$ cat src/rtl/instr_pack.sv
// Shared types for the instruction sequencer: control states and defaults.
// No logic; imported by the sequencer top.
package instr_pack;

    typedef enum logic [2:0] {
        S_IDLE  = 3'd0,
        S_FETCH = 3'd1,
        S_EXEC  = 3'd2,
        S_MEMW  = 3'd3,
        S_HALT  = 3'd4
    } seq_state_t;

    localparam int WAIT_MAX_DEFAULT = 15;
    localparam int IR_W             = 9;
    localparam int RET_W            = 16;

endpackage

$ cat src/rtl/instr_sequencer_pc_unit.sv
// Program counter: clear to 0, advance by +1 (wrapping) or load a branch target.
// Registered, one-cycle update; no backpressure.
module pc_unit #(
    parameter int PC_W = 10
) (
    input  logic            clk,
    input  logic            rst,
    input  logic            pc_clr,
    input  logic            pc_adv,
    input  logic            pc_br,
    input  logic [PC_W-1:0] br_target,
    output logic [PC_W-1:0] pc
);

    logic [PC_W-1:0] pc_q;
    logic [PC_W-1:0] pc_d;

    always_comb begin
        pc_d = pc_q;
        if (pc_clr) begin
            pc_d = '0;
        end else if (pc_adv) begin
            pc_d = pc_br ? br_target : pc_q + PC_W'(1);
        end
    end

    always_ff @(posedge clk or posedge rst) begin
        if (rst) begin
            pc_q <= '0;
        end else begin
            pc_q <= pc_d;
        end
    end

    assign pc = pc_q;

endmodule

$ cat src/rtl/instr_sequencer.sv
// Fetch/execute/memory-wait sequencer; fetch takes one cycle, non-memory ops retire in EXEC.
// Memory ops stall in MEMW until mem_ready, faulting to HALT after WAIT_MAX unanswered cycles.
module instr_sequencer
    import instr_pack::*;
#(
    parameter int PC_W     = 10,
    parameter int WAIT_MAX = WAIT_MAX_DEFAULT
) (
    input  logic             clk,
    input  logic             reset,
    input  logic             start,
    input  logic [IR_W-1:0]  imem_data,
    input  logic             done,
    input  logic             load_en,
    input  logic             stor_en,
    input  logic             br_taken,
    input  logic [PC_W-1:0]  br_target,
    input  logic             mem_ready,
    output logic [PC_W-1:0]  imem_addr,
    output logic [IR_W-1:0]  ir,
    output logic             mem_req,
    output logic             reg_we,
    output logic             busy,
    output logic             halted,
    output logic             fault,
    output logic [RET_W-1:0] retired
);

    localparam int WCNT_W = (WAIT_MAX < 2) ? 1 : $clog2(WAIT_MAX + 1);
    localparam logic [WCNT_W-1:0] WCNT_LAST = WCNT_W'(WAIT_MAX - 1);

    seq_state_t        state_q, state_d;
    logic [IR_W-1:0]   ir_q, ir_d;
    logic [WCNT_W-1:0] wcnt_q, wcnt_d;
    logic [RET_W-1:0]  ret_q, ret_d;
    logic              fault_q, fault_d;
    logic              mem_req_q, mem_req_d;
    logic              is_load_q, is_load_d;
    logic              pc_clr, pc_adv, pc_br, retire;

    always_comb begin
        state_d   = state_q;
        ir_d      = ir_q;
        wcnt_d    = wcnt_q;
        ret_d     = ret_q;
        fault_d   = fault_q;
        mem_req_d = mem_req_q;
        is_load_d = is_load_q;
        reg_we    = 1'b0;
        pc_clr    = 1'b0;
        pc_adv    = 1'b0;
        pc_br     = 1'b0;
        retire    = 1'b0;

        case (state_q)
            S_IDLE: begin
                if (start) begin
                    pc_clr  = 1'b1;
                    state_d = S_FETCH;
                end
            end
            S_FETCH: begin
                ir_d    = imem_data;
                state_d = S_EXEC;
            end
            S_EXEC: begin
                if (done) begin
                    state_d = S_HALT;
                end else if (load_en || stor_en) begin
                    // Load wins when both flags are set.
                    mem_req_d = 1'b1;
                    wcnt_d    = '0;
                    is_load_d = load_en;
                    state_d   = S_MEMW;
                end else begin
                    reg_we  = 1'b1;
                    pc_adv  = 1'b1;
                    pc_br   = br_taken;
                    retire  = 1'b1;
                    state_d = S_FETCH;
                end
            end
            S_MEMW: begin
                // A ready on the last permitted cycle still completes the access.
                if (mem_ready) begin
                    reg_we    = is_load_q;
                    pc_adv    = 1'b1;
                    retire    = 1'b1;
                    mem_req_d = 1'b0;
                    state_d   = S_FETCH;
                end else if (wcnt_q == WCNT_LAST) begin
                    wcnt_d    = WCNT_W'(WAIT_MAX);
                    fault_d   = 1'b1;
                    mem_req_d = 1'b0;
                    state_d   = S_HALT;
                end else begin
                    wcnt_d = wcnt_q + WCNT_W'(1);
                end
            end
            S_HALT: begin
                if (start) begin
                    pc_clr  = 1'b1;
                    fault_d = 1'b0;
                    state_d = S_FETCH;
                end
            end
            default: state_d = S_IDLE;
        endcase

        if (retire && (ret_q != {RET_W{1'b1}})) begin
            ret_d = ret_q + RET_W'(1);
        end
    end

    always_ff @(posedge clk or posedge reset) begin
        if (reset) begin
            state_q   <= S_IDLE;
            ir_q      <= '0;
            wcnt_q    <= '0;
            ret_q     <= '0;
            fault_q   <= 1'b0;
            mem_req_q <= 1'b0;
            is_load_q <= 1'b0;
        end else begin
            state_q   <= state_d;
            ir_q      <= ir_d;
            wcnt_q    <= wcnt_d;
            ret_q     <= ret_d;
            fault_q   <= fault_d;
            mem_req_q <= mem_req_d;
            is_load_q <= is_load_d;
        end
    end

    pc_unit #(
        .PC_W(PC_W)
    ) u_pc (
        .clk       (clk),
        .rst       (reset),
        .pc_clr    (pc_clr),
        .pc_adv    (pc_adv),
        .pc_br     (pc_br),
        .br_target (br_target),
        .pc        (imem_addr)
    );

    assign ir      = ir_q;
    assign mem_req = mem_req_q;
    assign fault   = fault_q;
    assign retired = ret_q;
    assign busy    = (state_q == S_FETCH) || (state_q == S_EXEC) || (state_q == S_MEMW);
    assign halted  = (state_q == S_HALT);

endmodule

$ cat config.mk
export PLATFORM = sky130hd
export DESIGN_NAME = instr_sequencer
export DESIGN_NICKNAME = d
export VERILOG_FILES = /design/src/rtl/instr_pack.sv /design/src/rtl/instr_sequencer_pc_unit.sv /design/src/rtl/instr_sequencer.sv
export SDC_FILE = /design/constraint.sdc
export NUM_CORES = 1
export LEC_CHECK = 0
export CAP_MARGIN = 25
export CORE_MARGIN = 5
export CORE_UTILIZATION = 43
export DETAILED_ROUTE_END_ITERATION = 7
export PLACE_DENSITY = 0.72
export SLEW_MARGIN = 20
export SYNTH_ARGS = -nofsm -noshare
export SYNTH_HDL_FRONTEND = slang
export SYNTH_SLANG_ARGS = --single-unit
export TNS_END_PERCENT = 10
$ cat constraint.sdc
create_clock -name clk -period 3.3 [get_ports clk]
set_input_delay 0.66 -clock clk [delete_from_list [all_inputs] [get_ports clk]]
set_output_delay 0.66 -clock clk [all_outputs]
set_load 0.05 [all_outputs]
Word-level counts from Yosys, hierarchy flattened
Cells that the tools add are included.

Flip-flop bits (word level): 45. Latch bits: 0. Bits in writable memories: 0. Bits in read-only memories: 0. Input port bits: 27. Output and inout port bits: 40. Word-level logic and storage cells: 73. Memories kept: 0.

$add $sub $neg: 3. Multiply operators: 0. Div/mod/pow operators: 0. Order comparisons: 0. Eq/ne operators: 13. Shifts and indexed selects: 0. Mux-type cells: 34. Bitwise logic cells: 1. Reduce and logical (&&, ||, !) cells: 14.

Operators by type and width (number): $mux W10 (3); $add A16 B1 Y16 const B (1); $mux W1 (16); $mux W4 (4); $ne A16 B16 Y1 const B (1); $mux W3 (4); $pmux W3 S4 (1); $reduce_and A4 Y1 (3); $add A10 B1 Y10 const B (1); $ne A2 B2 Y1 const B (5); $pmux W1 S2 (4); $pmux W4 S2 (1); $eq A3 B2 Y1 const B (2); $reduce_bool A2 Y1 (3); $add A4 B1 Y4 const B (1); $eq A4 B4 Y1 const B (1); $eq A3 B1 Y1 const B (1); $eq A3 B3 Y1 const B (1); $logic_not A3 Y1 (1); $logic_or A1 B1 Y1 (3); $ne A3 B3 Y1 const B (1); $reduce_and A3 Y1 (1); $mux W2 (1); $ne A2 B1 Y1 const B (1); other kinds (4) (4).

Longest topological paths before layout
Gate-level depths: netlist (run 1).

Depth in word-level cells: 7. Mapped depth: 8. Depth with buffers taken out: 6.

By module
Synthesis (run 1) repeated with hierarchy kept, for this count alone.

Cell total of the unflattened synthesis: 244. Area total of the unflattened synthesis: 2491.1 um^2.

By module, submodules not included: instr_sequencer (instances 1, cells each 160, area each 1796.7 um^2, seq. area each 875.8 um^2); pc_unit (instances 1, cells each 84, area each 694.4 um^2, seq. area each 250.2 um^2).

Worst setup path before layout (run 1)
OpenSTA, ideal clock, no wires.

Path type: input to output. Start point: input port done. End point: output port reg_we. Data arrival time: 1.559 ns. Required time: 2.640 ns. Setup slack: 1.081 ns. Cell stages on the path: 3. Path buffers: 0. Cell sequence: nor4b_4 -> nand2_1 -> nand2_1.

Word-level cells in the longest chain between the ends: 2.

Ends and longest elaborated chain: from (decl) (RTL line instr_sequencer.sv:13) `input logic done,`; $mux W1 (RTL line instr_sequencer.sv:67) `if (done) begin`; $pmux W1 S2 (RTL line instr_sequencer.sv:55) `case (state_q)`; to (decl) (RTL line instr_sequencer.sv:22) `output logic reg_we,`.

No other way between the ends.

Final worst setup path (run 1)
Same ends and word-level chain as after synthesis.

==> impl_metrics.yaml, run 1 <==
clock_tree:
  clkSlewWorstSetupHoldPaths_ns: 0.09
  h-tree-depth: 2
  cts.sinks: 45
  postCtsSetupBuffers: 0
  clock_path_buffers: 2
  cts_buffers: 5
  clk-insertion-delay-late_ns: 0.30
  ctsRootBufferMaster: "clkbuf_8"
  cts_tree: "yes"
  cts_resized: 0
  cts_hold_buffers: 0
outcome:
  status: "complete, no violations"
setup_path:
  worstPathArrival_ns: 2.14
  crit_type: "primary input to output pin"
  setup.worst_path.start: "done"
  crit_path_start_kind: "primary input"
  worst-r2r-cell-count: 4
  r2r_setup_slack_ns: 1.10
  end_kind: "output pin"
  crit_required_ns: 2.64
  reg2reg_from: "state_q[0]"
  worstReg2RegEnd: "retired[14]"
  crit_fanout: 8
sta:
  rsz0062_at_grt: "no"
  tightest_slew_ns: 0.8038
  fin_crit_sh_pct: 84.77
  clock-skew-final_ns: 0.007493
  tns_ns: 0
  clock.fmax_mhz: 357.5
  setup_viol: 0
  relSlewSlack_pct: 46.12
  min_period_ns: 2.797
  maxSlewViolCount: 0
  finalHoldViolations: 0
logic_synthesis:
  syn-instance-count: 236
  synth-edff-count: 0
  synthArstFlopShare_pct: 100.0
  synthTopCellsByArea: "dfrtp_1, mux2_2, xor2_1, nand2_1, nand3_1"
  synthFlopType: "dfrtp_1"
  synth_common_cells: "dfrtp_1, nand2_1, nor2_1, xor2_1"
  synth_cell_types: 54
  synth_top_area_share_pct: 44.51
  yosysSeqAreaShare_pct: 44.51
  synth-seq-cells: 45
  yosysMostFrequentCell: "dfrtp_1"
  syn_nets: 267
  avgSynthCellArea_um2: 10.72
  yosys_warnings: 0
  synth_area_um2: 2530
  synth_top_area_cell: "dfrtp_1"
die:
  die_w_um: 86.71
  initial_utilization_pct: 43.50
  die_area_um2: 7518
  row_count: 28
  core_area_um2: 5816
  chipHeight_um: 86.71
  ioPinCount: 67
layout:
  fillerInstances: 530
  syn_to_final_growth_pct: 33.04
  fin_area_um2: 3366
  antenna_cells: 0
  fin_util_pct: 57.87
  drive_gt1_share_pct: 15.74
  fin_nets: 335
  final_cell_count_no_fill: 380
placed_design:
  hpwl_mm: 4.435
  placedInstanceArea_um2: 3246
  io_buffers: 66
  dp_cells: 372
  place.gp.congestion: 0.8789
detailed_routing:
  drc: 0
  drtAntennaViolNets: 0
  drt_iter0_markers: 91
  via_per_inst: 5.487
  route.vias.total: 2085
  post_drt_wl_per_cell_um: 15.56
  routed_wl_mm: 5.914
  drtPass1Iterations: 4
global_route:
  grt_pass1_vias: 2095
  grt_first_pass_wirelength_mm: 9.949
  grt_max_degree: 20
  grt.total_usage_pct: 16.50
  antenna_found_initial: 0
  overflow: 0
hold_path:
  whs_endpoint: "ir[6]"
  min-delay-start: "ir[6]"
  hold_depth: 1
  holdCritPathClass: "register to register"
power:
  power_w: 0.002373
  p_per_area_nw_per_um2: 705.0
  cellLeakagePower_nw: 1.409
  ir_drop_mv: 0.4708
job:
  maxCapViolations: 0
==> logic make-up (layout without fill, tap and decap cells) <==
family	Yosys count	in the layout	synth area share, %
compound gates	44	44	11.82
xor+xnor	14	14	4.847
fa+ha+maj	4	4	1.978
buf+inv	20	89	4.748
flops	45	45	44.51
mux	16	16	6.875
simple gates	93	93	25.22
==> per-layer routing <==
layer | up-vias | GRT usage, % | wire, um
met5 | - | 0 | 0
met4 | 0 | 4.108 | 56
met3 | 6 | 4.658 | 305
met2 | 45 | 27.47 | 2894
met1 | 1028 | 21.16 | 2658
li1 | 1006 | - | -
==> flip-flops by register name, summed over array words and instances (netlist names) <==
register   count
retired       16
u_pc.pc       10
ir             9
wcnt_q         4
state_q        3
fault          1
is_load_q      1
mem_req        1
==> critical path, cell delays in order <==
cell and delay [ns]:
clkdlybuf4s50_1 0.52, nor4b_4 0.53, nand2_1 0.13, nand2_1 0.14, buf_12 0.14
==> power by group <==
part           total, W  switching (W)  internal [W]
combinational   0.00111       0.000687      0.000421
sequential     0.000822       0.000139      0.000683
clock          0.000443       0.000197      0.000246
total           0.00237        0.00102       0.00135
==> through the flow <==
step	setup slack (ns)	hold slack [ns]
detailed placement	0.3910	0.4957
global route	0.3877	0.5221
floorplan	1.081	0.4708
CTS	0.4889	0.5177
finish	0.5027	0.5100
global placement	0.4628	0.4889
==> final cells by class <==
cell class / instances / area, um2 / area share, %
multi-input cells: 171 / 1284 / 38.14
flip-flops and latches: 45 / 1126 / 33.46
repair buffers: 70 / 700.7 / 20.82
well taps: 75 / 93.84 / 2.788
clock buffers: 6 / 82.58 / 2.454
inverters: 11 / 41.29 / 1.227
clock inverters: 2 / 37.54 / 1.115
==> how the worst max path moves through the flow <==
stage,end,slack [ns],depth (start not counted)
after global placement,retired[14],0.46,5
after floorplan,reg_we,1.08,3
after global routing,halted,0.39,4
final,reg_we,0.50,5
after CTS,halted,0.49,4
after detailed placement,retired[14],0.39,5
==> layout by cell type, fill, tap and decap left out, types with 2 or more instances in the layout <==
cell             instances
a211o_1                  2
a21oi_1                  9
a22oi_1                  3
a32oi_1                  3
and2_1                   2
and3_1                   3
and4_1                   2
buf_4                    4
clkbuf_8                 6
clkdlybuf4s50_1         65
dfrtp_1                 45
ha_1                     4
inv_1                   10
mux2_2                  11
mux2i_1                  5
nand2_1                 20
nand2b_1                 2
nand3_1                 12
nand4_1                  6
nor2_1                  14
nor2b_1                  2
nor3_1                   3
nor3_2                   5
nor4_1                   2
nor4_2                   4
nor4_4                   2
nor4b_2                  2
nor4b_4                  2
o21ai_0                 12
o22ai_1                  3
xor2_1                  14
(Power assumes the default switching activity.)
==> inputs of run 2 (changes only) <==
==> constraint.sdc (replaced) <==
create_clock -name clk -period 2.9 [get_ports clk]
set_input_delay 0.58 -clock clk [delete_from_list [all_inputs] [get_ports clk]]
set_output_delay 0.58 -clock clk [all_outputs]
set_load 0.05 [all_outputs]
==> run 2 against run 1 <==
  * Total power is 9.4% higher
  * Critical path depth fell by 1
  * Sequential cell count unchanged
  * First-iteration DRC count rose by 22%
  * Combinational power up 15%
  * Register-to-register slack worse by 0.25 ns
  * Utilization fell by 0.37 points
==> impl_metrics.yaml, run 2 (synthesis gave the netlist of run 1 again) <==
outcome:
  status: "complete, no violations"
clock_tree:
  clk-insertion-delay-late_ns: 0.30
  cts_buffers: 5
  h-tree-depth: 2
  cts_tree: "yes"
  ctsRootBufferMaster: "clkbuf_8"
  cts_resized: 0
  postCtsSetupBuffers: 0
  clock_path_buffers: 2
  cts.sinks: 45
  clkSlewWorstSetupHoldPaths_ns: 0.09
  cts_hold_buffers: 0
placed_design:
  dp_cells: 374
  hpwl_mm: 4.351
  place.gp.congestion: 0.9017
  io_buffers: 66
  placedInstanceArea_um2: 3261
power:
  p_per_area_nw_per_um2: 776.2
  seq_power_share_pct: 36.0
  p_sw_w: 0.001156
  intPower_w: 0.001440
  ir_drop_mv: 0.7284
  combPwrFrac_pct: 49.3
  pwr-share-clk_pct: 14.8
  switching_share_pct: 44.54
  cellLeakagePower_nw: 1.399
die:
  chipHeight_um: 86.71
  die_area_um2: 7518
  initial_utilization_pct: 43.50
  die_w_um: 86.71
  core_area_um2: 5816
  ioPinCount: 67
  row_count: 28
layout:
  fin_nets: 337
  fin_util_pct: 57.51
  syn_to_final_growth_pct: 32.20
  fin_area_um2: 3344
  final_cell_count_no_fill: 382
  antenna_cells: 0
  final_common_cell: "clkdlybuf4s50_1"
  drive_gt1_share_pct: 15.64
  largest_reg_flops: 16
  final_cell_mix: "clkdlybuf4s50_1, dfrtp_1, nand2_1"
detailed_routing:
  drc: 0
  drtPass1Iterations: 4
  post_drt_wl_per_cell_um: 15.58
  routed_wl_mm: 5.953
  via_per_inst: 5.526
  drt_iter0_markers: 111
  drtAntennaViolNets: 0
  route.vias.total: 2111
setup_path:
  setup.worst_path.start: "state_q[0]"
  crit_path_start_kind: "register"
  crit_slowest_cell: "clkdlybuf4s50_1"
  crit_fanout: 9
  end_kind: "output pin"
  crit_path_max_incr_delay_ns: 0.81
  cp_cell_sequence: "nor2_1 > nand2_1 > inv_1 > clkdlybuf4s50_1"
  crit_type: "register to output pin"
  worstPathArrival_ns: 2.14
  crit_required_ns: 2.32
  reg2reg_from: "retired[0]"
job:
  maxCapViolations: 0
global_route:
  grt_max_degree: 46
  grt_first_pass_wirelength_mm: 10.26
  grt_pass1_vias: 2185
  grt.total_usage_pct: 16.97
  antenna_found_initial: 0
  overflow: 0
sta:
  min_period_ns: 2.720
  tightest_slew_ns: 0.8075
  clock.fmax_mhz: 367.6
  tns_ns: 0
  clock-skew-final_ns: 0.01177
  setup_viol: 0
  relSlewSlack_pct: 45.87
  maxSlewViolCount: 0
  rsz0062_at_grt: "no"
  finalHoldViolations: 0
  fin_crit_sh_pct: 93.80
hold_path:
  holdCritPathClass: "register to register"
  min-delay-start: "ir[8]"
## run 2: cell count changes in the layout (fill, tap and decap cells not counted)
cell	before	now
bufinv_16	1	0
clkbuf_1	0	2
buf_4	4	6
clkbuf_8	6	5
## run 2: per-stage QoR
stage | hold WS [ns] | power, W | setup slack (ns)
2_1_floorplan | 0.4708 | 0.001823 | 0.7636
3_3_place_gp | 0.4909 | 0.002212 | 0.3880
3_5_place_dp | 0.4950 | 0.002232 | 0.3225
4_1_cts | 0.5148 | 0.002623 | 0.1881
5_1_grt | 0.5200 | 0.002745 | 0.06896
6_report | 0.5112 | 0.002596 | 0.1797
## run 2: layout make-up
type	count	area, um2
Fill cell	551	2471
Tap cell	75	93.84
Multi-Input combinational cell	171	1284
Sequential cell	45	1126
Clock buffer	7	76.32
Inverter	11	41.29
Timing Repair Buffer	72	715.7
Clock inverter	1	7.507
## run 2: power by group through the flow
stage | sequential (W) | combinational [W] | clock (W)
2_1_floorplan | 0.00129 | 0.000535 | 0
3_3_place_gp | 0.000938 | 0.00127 | 0
3_5_place_dp | 0.000944 | 0.00129 | 0
4_1_cts | 0.000932 | 0.00129 | 0.000397
5_1_grt | 0.000963 | 0.00136 | 0.000418
6_report | 0.000933 | 0.00128 | 0.000384
## run 2: path summary, 6_finish.rpt
path,end,slack [ns],cells past startpoint
min,ir[8],0.51,1
min in group asynchronous,wcnt_q[2],0.72,3
max,halted,0.18,4
min reg2reg,ir[8],0.51,1
max reg2reg,retired[8],0.85,6
max in group asynchronous,u_pc.pc[6],1.79,3
## run 2: per-layer routing
metal | GRT usage (%) | share of wire, % | routed length (um) | vias up
li1 | - | - | - | 1009
met1 | 21.35 | 44 | 2612 | 1050
met2 | 29.42 | 51 | 3024 | 44
met3 | 3.612 | 4.1 | 246 | 8
met4 | 4.674 | 1.2 | 69 | 0
met5 | 0 | 0 | 0 | -
## run 2: worst max-delay path: cells and delay by family, from the launching register on
kind                   cells  cell delay (ns)
buffers and inverters      2             0.91
and+or+nand+nor            2             0.44
DFF                        1             0.50
